## src/rtl/tmds_pkg.sv

```systemverilog
// Shared TMDS symbol definitions: control tokens, TERC4 code table, guard
// bands and the enums used by TMDS receive/transmit logic.
package tmds_pkg;

  localparam logic [9:0] CTRL_TOK_00 = 10'b1101010100;
  localparam logic [9:0] CTRL_TOK_01 = 10'b0010101011;
  localparam logic [9:0] CTRL_TOK_10 = 10'b0101010100;
  localparam logic [9:0] CTRL_TOK_11 = 10'b1010101011;

  localparam logic [9:0] GUARD_DI = 10'b0100110011;
  localparam logic [9:0] VIDEO_GB = 10'b1011001100;

  typedef enum logic [1:0] {
    SYM_VIDEO    = 2'd0,
    SYM_CTRL     = 2'd1,
    SYM_TERC4    = 2'd2,
    SYM_GUARD_DI = 2'd3
  } sym_type_t;

  typedef enum logic [1:0] {
    HUNT   = 2'd0,
    SLIP   = 2'd1,
    WAIT   = 2'd2,
    LOCKED = 2'd3
  } align_state_t;

  function automatic logic [9:0] terc4_code(input logic [3:0] v);
    case (v)
      4'h0:    return 10'b1010011100;
      4'h1:    return 10'b1001100011;
      4'h2:    return 10'b1011100100;
      4'h3:    return 10'b1011100010;
      4'h4:    return 10'b0101110001;
      4'h5:    return 10'b0100011110;
      4'h6:    return 10'b0110001110;
      4'h7:    return 10'b0100111100;
      4'h8:    return 10'b1011001100;
      4'h9:    return 10'b0100111001;
      4'hA:    return 10'b0110011100;
      4'hB:    return 10'b1011000110;
      4'hC:    return 10'b1010001110;
      4'hD:    return 10'b1001110001;
      4'hE:    return 10'b0101100011;
      default: return 10'b1011000011;
    endcase
  endfunction

endpackage

```

## src/rtl/tmds_symbol_decode.sv

```systemverilog
// Combinational classify/decode of one aligned 10-bit TMDS symbol.
module tmds_symbol_decode
  import tmds_pkg::*;
(
  input  logic [9:0] i_sym,
  output sym_type_t  o_sym_type,
  output logic [7:0] o_data,
  output logic [1:0] o_ctrl,
  output logic [3:0] o_terc4
);

  logic [7:0] w_qp;
  logic       w_terc_hit;
  logic [3:0] w_terc_val;

  assign w_qp   = i_sym[9] ? ~i_sym[7:0] : i_sym[7:0];
  assign o_data = {(w_qp[7:1] ^ w_qp[6:0]) ^ {7{~i_sym[8]}}, w_qp[0]};

  always_comb begin
    w_terc_hit = 1'b0;
    w_terc_val = 4'h0;
    for (int i = 0; i < 16; i++) begin
      if (i_sym == terc4_code(4'(i))) begin
        w_terc_hit = 1'b1;
        w_terc_val = 4'(i);
      end
    end
  end

  // The video guard band shares its code with TERC4 1000; context resolves it downstream.
  always_comb begin
    o_sym_type = SYM_VIDEO;
    o_ctrl     = 2'b00;
    o_terc4    = 4'h0;
    case (i_sym)
      CTRL_TOK_00: begin o_sym_type = SYM_CTRL; o_ctrl = 2'b00; end
      CTRL_TOK_01: begin o_sym_type = SYM_CTRL; o_ctrl = 2'b01; end
      CTRL_TOK_10: begin o_sym_type = SYM_CTRL; o_ctrl = 2'b10; end
      CTRL_TOK_11: begin o_sym_type = SYM_CTRL; o_ctrl = 2'b11; end
      default: begin
        if (i_sym == VIDEO_GB) begin
          o_sym_type = SYM_TERC4;
          o_terc4    = 4'h8;
        end else if (w_terc_hit) begin
          o_sym_type = SYM_TERC4;
          o_terc4    = w_terc_val;
        end else if (i_sym == GUARD_DI) begin
          o_sym_type = SYM_GUARD_DI;
        end
      end
    endcase
  end

endmodule

```

## src/rtl/tmds_rx_decoder.sv

```systemverilog
// Per-channel TMDS receiver: control-token based symbol alignment with
// bitslip requests, plus a two-stage symbol decode pipeline.
module tmds_rx_decoder
  import tmds_pkg::*;
#(
  parameter int CTRL_RUN    = 8,
  parameter int HUNT_WINDOW = 2048,
  parameter int SLIP_WAIT   = 4,
  parameter int LOSS_WINDOW = 4096
) (
  input  logic       clk_pixel,
  input  logic       sys_resetn,
  input  logic [9:0] tmds_word,
  output logic       bitslip,
  output logic       locked,
  output logic [3:0] slip_count,
  output logic [1:0] sym_type,
  output logic [7:0] data,
  output logic [1:0] ctrl,
  output logic [3:0] terc4
);

  localparam int RUN_W  = $clog2(CTRL_RUN + 1);
  localparam int HUNT_W = $clog2(HUNT_WINDOW + 1);
  localparam int WAIT_W = $clog2(SLIP_WAIT + 1);
  localparam int LOSS_W = $clog2(LOSS_WINDOW + 1);

  logic [9:0]   r_q;
  sym_type_t    r_sym_type;
  logic [7:0]   r_data;
  logic [1:0]   r_ctrl;
  logic [3:0]   r_terc4;

  align_state_t r_state;
  logic [RUN_W-1:0]  r_run_cnt;
  logic [HUNT_W-1:0] r_hunt_cnt;
  logic [WAIT_W-1:0] r_wait_cnt;
  logic [LOSS_W-1:0] r_loss_cnt;
  logic         r_bitslip;
  logic         r_locked;
  logic [3:0]   r_slip_count;

  sym_type_t    w_dec_type;
  logic [7:0]   w_dec_data;
  logic [1:0]   w_dec_ctrl;
  logic [3:0]   w_dec_terc4;
  logic         w_is_ctrl;
  logic         w_run_done;

  tmds_symbol_decode u_decode (
    .i_sym      (r_q),
    .o_sym_type (w_dec_type),
    .o_data     (w_dec_data),
    .o_ctrl     (w_dec_ctrl),
    .o_terc4    (w_dec_terc4)
  );

  assign w_is_ctrl  = (w_dec_type == SYM_CTRL);
  assign w_run_done = w_is_ctrl && (r_run_cnt == RUN_W'(CTRL_RUN - 1));

  always_ff @(posedge clk_pixel) begin
    if (!sys_resetn) begin
      r_q        <= '0;
      r_sym_type <= SYM_VIDEO;
      r_data     <= '0;
      r_ctrl     <= '0;
      r_terc4    <= '0;
    end else begin
      r_q        <= tmds_word;
      r_sym_type <= w_dec_type;
      r_data     <= w_dec_data;
      r_ctrl     <= w_dec_ctrl;
      r_terc4    <= w_dec_terc4;
    end
  end

  // Counters are bounded by their terminal compares, so they never wrap.
  always_ff @(posedge clk_pixel) begin
    if (!sys_resetn) begin
      r_state      <= HUNT;
      r_run_cnt    <= '0;
      r_hunt_cnt   <= '0;
      r_wait_cnt   <= '0;
      r_loss_cnt   <= '0;
      r_bitslip    <= 1'b0;
      r_locked     <= 1'b0;
      r_slip_count <= '0;
    end else begin
      r_bitslip <= 1'b0;
      case (r_state)
        HUNT: begin
          if (w_run_done) begin
            r_state    <= LOCKED;
            r_locked   <= 1'b1;
            r_run_cnt  <= '0;
            r_loss_cnt <= '0;
          end else if (r_hunt_cnt == HUNT_W'(HUNT_WINDOW - 1)) begin
            r_state      <= SLIP;
            r_bitslip    <= 1'b1;
            r_slip_count <= (r_slip_count == 4'd9) ? 4'd0 : r_slip_count + 4'd1;
          end else begin
            r_hunt_cnt <= r_hunt_cnt + HUNT_W'(1);
            r_run_cnt  <= w_is_ctrl ? r_run_cnt + RUN_W'(1) : '0;
          end
        end
        SLIP: begin
          r_state    <= WAIT;
          r_wait_cnt <= '0;
        end
        WAIT: begin
          if (r_wait_cnt == WAIT_W'(SLIP_WAIT - 1)) begin
            r_state    <= HUNT;
            r_run_cnt  <= '0;
            r_hunt_cnt <= '0;
          end else begin
            r_wait_cnt <= r_wait_cnt + WAIT_W'(1);
          end
        end
        LOCKED: begin
          r_run_cnt <= (w_is_ctrl && !w_run_done) ? r_run_cnt + RUN_W'(1) : '0;
          if (w_run_done) begin
            r_loss_cnt <= '0;
          end else if (r_loss_cnt == LOSS_W'(LOSS_WINDOW - 1)) begin
            r_state      <= HUNT;
            r_locked     <= 1'b0;
            r_slip_count <= '0;
            r_hunt_cnt   <= '0;
            r_run_cnt    <= '0;
          end else begin
            r_loss_cnt <= r_loss_cnt + LOSS_W'(1);
          end
        end
        default: r_state <= HUNT;
      endcase
    end
  end

  assign bitslip    = r_bitslip;
  assign locked     = r_locked;
  assign slip_count = r_slip_count;
  assign sym_type   = r_sym_type;
  assign data       = r_data;
  assign ctrl       = r_ctrl;
  assign terc4      = r_terc4;

endmodule
```

## config.mk

```make
export PLATFORM = sky130hd
export DESIGN_NAME = tmds_rx_decoder
export DESIGN_NICKNAME = d
export VERILOG_FILES = /design/src/rtl/tmds_pkg.sv /design/src/rtl/tmds_symbol_decode.sv /design/src/rtl/tmds_rx_decoder.sv
export SDC_FILE = /design/constraint.sdc
export NUM_CORES = 1
export LEC_CHECK = 0
export BUFFER_PORTS_ARGS = -buffer_cell sky130_fd_sc_hd__buf_4
export CORE_MARGIN = 5
export CORE_UTILIZATION = 40
export DETAILED_ROUTE_END_ITERATION = 10
export HOLD_SLACK_MARGIN = 0.08
export PLACE_DENSITY_LB_ADDON = 0.3
export SLEW_MARGIN = 20
export SYNTH_ARGS = -nofsm -noshare
export SYNTH_HDL_FRONTEND = slang
export SYNTH_SLANG_ARGS = --single-unit
```

## constraint.sdc

```tcl
create_clock -name clk_pixel -period 2.5 [get_ports clk_pixel]
set_clock_uncertainty 0.15 [all_clocks]
set_input_delay 0.125 -clock clk_pixel [delete_from_list [all_inputs] [get_ports clk_pixel]]
set_output_delay 0.125 -clock clk_pixel [all_outputs]
set_load 0.02 [all_outputs]
```

Word-level counts from Yosys, hierarchy flattened
Cells that the tools add are included.
{ "word_totals": {"regBits": 66, "output_inout_bits": 22} }
{ "op_classes": {"n_addsub": 5, "n_eq_ne": 41, "muxes": 75, "bitwise": 7, "reduce_logical": 18} }
{ "op_table": {"columns": ["operator", "n"], "rows": [
  ["10-bit == test, second input constant", 11],
  ["10-bit by 9-bit == test with 1-bit output, second input constant", 9],
  ["4-bit 2-to-1 mux", 21],
  ["12-bit 2-to-1 mux", 5],
  ["13-bit 2-to-1 mux", 3],
  ["12-bit case mux with 3 select lines", 1],
  ["13-bit case mux with 2 select lines", 1],
  ["2-bit 2-to-1 mux", 11],
  ["1-bit 2-to-1 mux", 21],
  ["2-bit inequality test, second input constant", 8],
  ["3-bit 2-to-1 mux", 5],
  ["7-bit bitwise XOR", 2],
  ["13-bit by 1-bit adder with 13-bit output, second input constant", 1],
  ["13-bit by 12-bit == test with 1-bit output, second input constant", 1],
  ["12-bit by 1-bit adder with 12-bit output, second input constant", 1],
  ["12-bit by 11-bit == test with 1-bit output, second input constant", 1],
  ["4-bit case mux with 3 select lines", 1],
  ["10-bit by 8-bit == test with 1-bit output, second input constant", 1],
  ["3-bit inequality test, second input constant", 3],
  ["4-bit by 1-bit adder with 4-bit output, second input constant", 2],
  ["8-bit 2-to-1 mux", 1],
  ["8-bit inverter", 1],
  ["2-bit case mux with 4 select lines", 1],
  ["4-bit case mux with 2 select lines", 1],
  ["24 further kinds", 33]
]} }

Longest topological paths before layout
Gate-level depths: netlist of run 1.
{ "depth": {"word_depth": 28, "depth_mapped": 9} }

By module
Synthesis of run 1 repeated with hierarchy kept, for this count alone.
{ "hier_totals": {"hier_cells": 398, "hier_area_um2": 3500.9} }
{ "modules_own_cells": {"columns": ["module", "instances", "cells_each", "area_per_inst_um2"], "rows": [
  ["tmds_rx_decoder", 1, 316, 2945.3],
  ["tmds_symbol_decode", 1, 82, 555.5]
]} }

Least setup slack after synthesis of run 1
OpenSTA, ideal clock, no wires.
{ "synth_path": {"kind": "reg-to-reg", "start": "register r_run_cnt[0]", "end": "register r_run_cnt[0]", "setup_ns": 0.072, "arrival_ns": 1.953, "path_slack_ns": 0.324, "path_stages_with_launch": 8, "path_cell_list": "dfxtp_1 > ha_1 > nand3b_1 > nor4_4 > nor4_2 > or2_1 > or3_1 > a21oi_1"} }
{ "synth_between": {"elab_chain_cells": 8} }
{ "synth_lines": {"columns": ["element", "line", "text"], "rows": [
  ["from (decl)", "tmds_rx_decoder.sv:35", "logic [RUN_W-1:0] r_run_cnt;"],
  ["from (signal assigned)", "tmds_rx_decoder.sv:103", "r_run_cnt <= w_is_ctrl ? r_run_cnt + RUN_W'(1) : '0;"],
  ["from (signal assigned)", "tmds_rx_decoder.sv:120", "r_run_cnt <= (w_is_ctrl && !w_run_done) ? r_run_cnt + RUN_W'(1) : '0;"],
  ["parallel branches: the longest is 8 deep, another holds 4-bit by 1-bit adder with 4-bit output", null, null]
]} }
Several ways; the timed one is not identified. The select of a mux whose other input is x is not followed.
A chain may end at the register's enable or synchronous reset.

Final worst setup path of run 1
{ "layout_path": {"start": "register r_loss_cnt[0]", "end": "register r_loss_cnt[8]"} }
{ "layout_between": {"elab_chain_cells": 4} }
{ "layout_lines": {"columns": ["element", "line", "text"], "rows": [
  ["from (decl)", "tmds_rx_decoder.sv:38", "logic [LOSS_W-1:0] r_loss_cnt;"],
  ["from (signal assigned)", "tmds_rx_decoder.sv:130", "r_loss_cnt <= r_loss_cnt + LOSS_W'(1);"],
  ["13-bit by 1-bit adder with 13-bit output", "tmds_rx_decoder.sv:130", null],
  ["13-bit 2-to-1 mux", "tmds_rx_decoder.sv:123", "end else if (r_loss_cnt == LOSS_W'(LOSS_WINDOW - 1)) begin"],
  ["13-bit 2-to-1 mux", "tmds_rx_decoder.sv:121", "if (w_run_done) begin"],
  ["13-bit case mux with 2 select lines", "tmds_rx_decoder.sv:90", "case (r_state)"]
]} }
Parallel ways exist; a longest one is shown, timed or not. The select of a mux whose other input is x is not followed.

==> results of run 1 <==
## through the flow
step | TNS (ns) | util | power (mW) | instances | instance area [sq um]
after floorplan | 0 | - | 1.63 | 429 | 3660
after global placement | 0 | 0.459 | 1.80 | 563 | 4040
after detailed placement | 0 | 0.459 | 1.81 | 563 | 4040
after CTS | 0 | 0.487 | 2.56 | 588 | 4290
after global routing | -0.0612 | 0.494 | 2.74 | 592 | 4350
final | 0 | 0.494 | 2.57 | 592 | 4350
## layout make-up
class                   instances  share of cell area
multi-input cells             330               0.509
flip-flops and latches         66               0.304
repair buffers                 60               0.109
well taps                     108              0.0311
clock buffers                  11              0.0302
inverters                      13              0.0112
clock inverters                 4             0.00460
## registers in the layout (all words and copies together) (netlist names)
| signal | count |
|---|---|
| r_wait_cnt | 3 |
| r_state | 2 |
| locked | 1 |
| r_run_cnt | 4 |
| bitslip | 1 |
| terc4 | 4 |
| sym_type | 2 |
| ctrl | 2 |
| r_hunt_cnt | 12 |
| r_loss_cnt | 13 |
| r_q | 10 |
| slip_count | 4 |
| data | 8 |
## worst max path at each step
stage / endpoint / slack, ns / depth (start not counted)
final: r_loss_cnt[8]$_SDFFE_PN0P_ / 0.15 / 8
after detailed placement: r_loss_cnt[3]$_SDFFE_PN0P_ / 0.10 / 6
after CTS: slip_count[3]$_SDFFE_PN0P_ / 0.09 / 6
after floorplan: r_run_cnt[0]$_SDFFE_PN0P_ / 0.32 / 7
after global placement: r_loss_cnt[1]$_SDFFE_PN0P_ / 0.15 / 6
after global routing: slip_count[3]$_SDFFE_PN0P_ / -0.06 / 6
## critical path, cell delays in order, from the launching register on
cell and delay (ns):
dfxtp_1 0.39, ha_1 0.23, nand4_1 0.15, or4_4 0.49, nor2_1 0.24, a211oi_4 0.06, buf_4 0.17, buf_4 0.13
a311oi_1 0.25
## layer usage
| layer | vias to the layer above | global-route usage |
|---|---|---|
| met5 | - | 0 |
| met4 | 0 | 0.0537 |
| met3 | 13 | 0.0348 |
| met2 | 53 | 0.269 |
| met1 | 1438 | 0.193 |
| li1 | 1640 | - |
## power breakdown
group          leakage (nW)  switching (mW)  internal (mW)
sequential            0.538          0.0667           1.11
combinational         0.896           0.381          0.276
clock                0.0827           0.384          0.348
total                  1.52           0.831           1.74
## cells in the mapped netlist, types with 7 or more instances
cell type  count  area share
a21oi_1       19       0.026
and2_1        14       0.024
buf_2          8       0.011
clkbuf_1       8      0.0082
dfxtp_1       66        0.36
ha_1          12       0.041
inv_1         12       0.012
nand2_1       36       0.037
nand2b_1      10       0.017
nand3_1       27       0.037
nand3b_1       8       0.016
nand4_1        7       0.012
nor2_1        40       0.041
nor2b_1       10       0.017
nor3_1        10       0.014
nor4_1         7       0.012
o211ai_1       7       0.014
o21ai_0       14       0.019
o21ai_1        9       0.012
o31a_1         8       0.019
xnor2_1       13       0.031
## logic make-up after synthesis
logic type	count (synthesis)
XOR/XNOR	18
AO/OA/AOI/OAI	91
multiplexers	2
adder cells (fa/ha/maj)	12
buffers and inverters	33
AND/OR/NAND/NOR	207
flip-flops	66
## timing repair
action | in CTS | in global routing
resized for setup | 0 | 5
hold buffers | 10 | 0
buffers inserted | 0 | 4
setup endpoints to repair | 0 | 10
endpoints found under the hold margin | 10 | 0
==> impl_metrics.json, run 1 <==
{
  "outcome": "finished clean",
  "synthDistinctLibCells": 71,
  "tightest_slew_ns": 0.557,
  "clk_pin_slew_ns": 0.07,
  "synth_xor_area_frac": 0.0431,
  "path_max_fanout": 7,
  "finalCritPeriodShare": 0.941,
  "finalHoldViolCount": 0,
  "highest_layer": "met4",
  "power_leakage_nw": 1.52,
  "min-delay-start": "sys_resetn",
  "fp.dieH_um": 106,
  "portBuffers": 33,
  "crit_arrival_ns": 2.44,
  "critPathLaunchType": "flip-flop",
  "multi_input_area_sq_mm": 0.00221,
  "wl_per_cell_um": 14.2,
  "cts_buffers": 9,
  "vdd_drop_max_uv": 385,
  "cts_root_buf": "clkbuf_8",
  "relSlewSlack": 0.624,
  "final_nets": 504,
  "setup_violations": 0,
  "synth_enable_flop_cells": 0,
  "synthAdderAreaFrac": 0.0410,
  "regToRegSetupSlack_ns": 0.15,
  "place_ws_ns": 0.103,
  "drtPass1Iterations": 5,
  "synth-simple-area-share": 0.331,
  "rr_startpoint": "r_loss_cnt[0]$_SDFFE_PN0P_",
  "vias": 3144,
  "via_per_inst": 5.31,
  "netlist_area_sq_mm": 0.00366,
  "postSynthAreaPerCell_sq_um": 8.53,
  "boundaryPins": 34,
  "grt_max_degree": 40,
  "syn_nets": 453,
  "holdPathStages": 4,
  "fmax_ghz": 0.425,
  "core_sq_mm": 0.00881,
  "synth_top_family_by_area": "simple AND/OR/NAND/NOR gates",
  "row_count": 34,
  "report.final.slew_viol_count": 0,
  "ant_nets": 0,
  "synth_flop_cell": "dfxtp_1",
  "worstHoldEndpoint": "r_loss_cnt[12]$_SDFFE_PN0P_",
  "ys_warn_count": 0,
  "initial_utilization": 0.415,
  "crit_start": "r_loss_cnt[0]$_SDFFE_PN0P_",
  "ys_async_sr_fraction": 0,
  "synth_mux_area_frac": 0.00547,
  "num-fill-cells": 858,
  "reg2reg_depth": 8,
  "m1WireLength_um": 3930,
  "wirelength_um": 8410,
  "cts.path.max_buffers": 2,
  "crit_path_end_kind": "flip-flop",
  "worst-setup-path-type": "flip-flop to flip-flop",
  "p_per_area_mw_per_mm2": 591,
  "clk_latency_ns": 0.34,
  "seqCellArea_sq_mm": 0.00132,
  "htree_levels": 3,
  "dr.first_iter.drc_count": 67,
  "layout_common_cells": "64 x dfxtp_1, 50 x buf_4, 40 x nor2_1",
  "final_common_cell": "dfxtp_1",
  "syn_inst": 429,
  "gr-usage-all-layers": 0.156,
  "first_global_vias": 3110,
  "drive_gt1_frac": 0.184,
  "grt_pass1_wl_um": 14500,
  "finalWorstSetupSlack_ns": 0.146,
  "period_needed_ns": 2.35,
  "die_area_sq_mm": 0.0112,
  "syn_to_final_growth_pct": 18.8,
  "wl_met2_um": 4030,
  "cts_sinks": 66,
  "wl_met3_um": 295,
  "cp.required_ns": 2.59,
  "reg2reg_to": "r_loss_cnt[8]$_SDFFE_PN0P_",
  "hold_class": "input port to flip-flop",
  "ys_seq_elements": 66,
  "grt-ovfl-total": 0,
  "dp_hpwl_um": 5910,
  "rsz0062_at_grt": "yes",
  "yosysSeqAreaShare": 0.361,
  "drv_cap": 0,
  "cts_tree": "built",
  "diodes": 0,
  "synth-compound-area-share": 0.179,
  "holdWs_ns": 0.199,
  "place.gp.congestion": 0.881,
  "die_w_um": 106,
  "drcViolationCount": 0,
  "antenna_found_initial": 0
}
Power figures use the tool's default switching activity.
==> run 2, diff against run 1 <==
SYNTH_HIERARCHICAL = 1   (was not set)
==> run 2 against run 1 <==
Effect of this change: the flow now finishes with violations (setup timing); global-route usage grew 2.3 points; synthesized area shrank 4.3%; wire length grew 18%; non-clock buffer count grew 71; combinational power grew 43%; worst hold slack gained 0.12 ns; clock power grew 26%; register-to-register slack lost 0.51 ns; sequential power is essentially flat; power grew 19%; sequential share of layout area shrank 5.0 points; highest routed layer unchanged.
==> impl_metrics.json, run 2 <==
{
  "fp.dieH_um": 104,
  "ys_warn_count": 6,
  "fmax_ghz": 0.349,
  "relSlewSlack": 0.632,
  "reg2reg_depth": 13,
  "p_per_area_mw_per_mm2": 581,
  "finalWorstSetupSlack_ns": -0.366,
  "ys_seq_elements": 66,
  "core_sq_mm": 0.00864,
  "largest_reg_flops": 13,
  "place.gp.congestion": 0.887,
  "ys_async_sr_fraction": 0,
  "cp.required_ns": 2.62,
  "synth_enable_flop_cells": 0,
  "yosysSeqAreaShare": 0.377,
  "portBuffers": 33,
  "rr_startpoint": "r_q[4]$_SDFF_PN0_",
  "final_nets": 553,
  "dp_hpwl_um": 6400,
  "final_common_cell": "buf_4",
  "via_per_inst": 5.49,
  "syn_to_final_growth_pct": 49.9,
  "worst-setup-path-type": "flip-flop to flip-flop",
  "cts.path.max_buffers": 2,
  "finalCritPeriodShare": 1.15,
  "wirelength_um": 9910,
  "first_global_vias": 3508,
  "fin_area_sq_mm": 0.00525,
  "instances_no_fill": 637,
  "dpl-instance-area_sq_mm": 0.00438,
  "cts_tree": "built",
  "drive_gt1_frac": 0.378,
  "grt_max_degree": 35,
  "yosysTopAreaCellShare": 0.377,
  "syn_nets": 426,
  "diodes": 0,
  "regToRegSetupSlack_ns": -0.37,
  "cts_buffers": 9,
  "row_count": 34,
  "grt-ovfl-total": 0,
  "crit_path_end_kind": "flip-flop",
  "clk_latency_ns": 0.34,
  "drv_cap": 0,
  "holdPathStages": 2,
  "cts_sinks": 66,
  "vdd_drop_max_uv": 475,
  "worstHoldEndpoint": "r_wait_cnt[2]$_SDFFE_PN0P_",
  "tightest_slew_ns": 0.551,
  "cts_root_buf": "clkbuf_8",
  "reg2reg_to": "r_loss_cnt[4]$_SDFFE_PN0P_",
  "syn_inst": 398,
  "total_power_mw": 3.05,
  "crit_arrival_ns": 2.99,
  "ant_nets": 0,
  "drtPass1Iterations": 4,
  "outcome": "finished with violations",
  "setup_violations": 36,
  "path_max_fanout": 5,
  "drcViolationCount": 0,
  "violations": "setup timing",
  "gr-usage-all-layers": 0.179,
  "netlist_area_sq_mm": 0.00350,
  "report.final.slew_viol_count": 0,
  "htree_levels": 3,
  "finalHoldViolCount": 0,
  "synthDistinctLibCells": 68,
  "power_leakage_nw": 2.15,
  "regMostFlops": "r_loss_cnt",
  "rsz0062_at_grt": "yes",
  "synth_top_cell_by_area": "dfxtp_1",
  "placedCellCount": 590,
  "place_ws_ns": -0.433,
  "grt_pass1_wl_um": 16300,
  "synth_flop_cell": "dfxtp_1",
  "postSynthAreaPerCell_sq_um": 8.80,
  "die_area_sq_mm": 0.0107,
  "vias": 3496,
  "yosys-top-cells-area": "dfxtp_1 38%, ha_1 5.7%, a21oi_1 5.0%, and2_1 5.0%, nand2_1 2.4%",
  "top_regs": "r_loss_cnt (13), r_hunt_cnt (12), r_q (10)",
  "initial_utilization": 0.405,
  "synthMostInstantiatedCell": "dfxtp_1",
  "synthTopCellsByCount": "66 x dfxtp_1, 35 x a21oi_1, 28 x and2_1, 22 x nand2_1, 17 x nor2_1",
  "antenna_found_initial": 0,
  "period_needed_ns": 2.87,
  "dr.first_iter.drc_count": 143,
  "critPathLaunchType": "flip-flop",
  "wl_per_cell_um": 15.6,
  "min-delay-start": "r_wait_cnt[2]$_SDFFE_PN0P_",
  "clk_pin_slew_ns": 0.07,
  "hold_class": "flip-flop to flip-flop",
  "layout_common_cells": "100 x buf_4, 60 x dfxtp_1, 28 x and2_1",
  "die_w_um": 104,
  "boundaryPins": 34
}
-- run 2: changes by cell type after synthesis, sizes merged, moves of 5 or more --
| cell | delta |
|---|---|
| nor4 | -5 |
| xnor2 | -5 |
| nor2 | -24 |
| nand3 | -13 |
| and2 | +13 |
| o31ai | +8 |
| a21oi | +14 |
| nand2 | -14 |
| o211ai | -5 |
| a31oi | +5 |
| nor3 | -6 |
| or4 | +11 |
| a211oi | -5 |
| o31a | -7 |
-- run 2: power by group --
group	switching (mW)	total, mW	internal [mW]
sequential	0.0605	1.19	1.12
clock	0.386	0.921	0.536
combinational	0.486	0.940	0.454
-- run 2: kinds of logic after synthesis --
kind of cell / Yosys count / share of synthesized area
compound gates: 98 / 0.183
xor+xnor: 16 / 0.0400
fa+ha+maj: 16 / 0.0572
buf+inv: 33 / 0.0422
flops: 66 / 0.377
mux: 5 / 0.0143
simple gates: 164 / 0.286
-- run 2: final cells by class --
| class | instances | area (sq um) |
|---|---|---|
| timing repair buffer | 131 | 1080 |
| tap | 108 | 135 |
| multi-input combinational | 300 | 2430 |
| clock inverter | 2 | 35.0 |
| fill | 713 | 3390 |
| clock buffer | 13 | 169 |
| inverter | 17 | 66.3 |
| sequential | 66 | 1330 |
-- run 2: through the flow --
stage                     TNS, ns   util  hold slack [ns]
after global placement      -8.36  0.507            0.185
final                       -7.38  0.608            0.317
after CTS                   -6.81  0.581            0.317
after floorplan             -1.13      -            0.102
after detailed placement   -10.63  0.507            0.187
after global routing       -10.88  0.608            0.341
-- run 2: how the worst max path moves through the flow --
stage	start	end	slack (ns)	cells past startpoint
detailed placement	r_q[4]$_SDFF_PN0_	r_hunt_cnt[3]$_SDFFE_PN0P_	-0.43	13
finish	r_q[4]$_SDFF_PN0_	r_loss_cnt[4]$_SDFFE_PN0P_	-0.37	13
CTS	r_q[4]$_SDFF_PN0_	r_loss_cnt[10]$_SDFFE_PN0P_	-0.34	12
global route	r_q[4]$_SDFF_PN0_	r_loss_cnt[4]$_SDFFE_PN0P_	-0.45	13
floorplan	r_q[5]$_SDFF_PN0_	r_loss_cnt[7]$_SDFFE_PN0P_	-0.15	13
global placement	r_q[4]$_SDFF_PN0_	r_hunt_cnt[3]$_SDFFE_PN0P_	-0.35	13
-- run 2: metal layers --
metal	GRT usage	wire length [um]	up-vias
met2	0.315	5030	80
met3	0.0386	389	20
li1	-	-	1704
met4	0.0637	217	0
met5	0	0	-
met1	0.213	4270	1692
-- run 2: worst max-delay path, cell delays in order, from the launching register on --
cell       delay (ns)
dfxtp_4          0.36
buf_6            0.12
ha_4             0.15
and3b_1          0.16
nand4b_1         0.14
o32a_1           0.20
o211a_1          0.18
nand3_2          0.09
nand2b_4         0.19
o21ai_4          0.26
o2111ai_4        0.20
buf_6            0.16
or3_4            0.32
a21oi_2          0.12
-- run 2: repair_timing --
action,CTS,global route
setup endpoints to repair,35,37
setup buffers,9,6
gates cloned,0,1
hold endpoints to repair,28,0
pin swaps,25,28
resized for setup,44,47
hold buffers,19,0
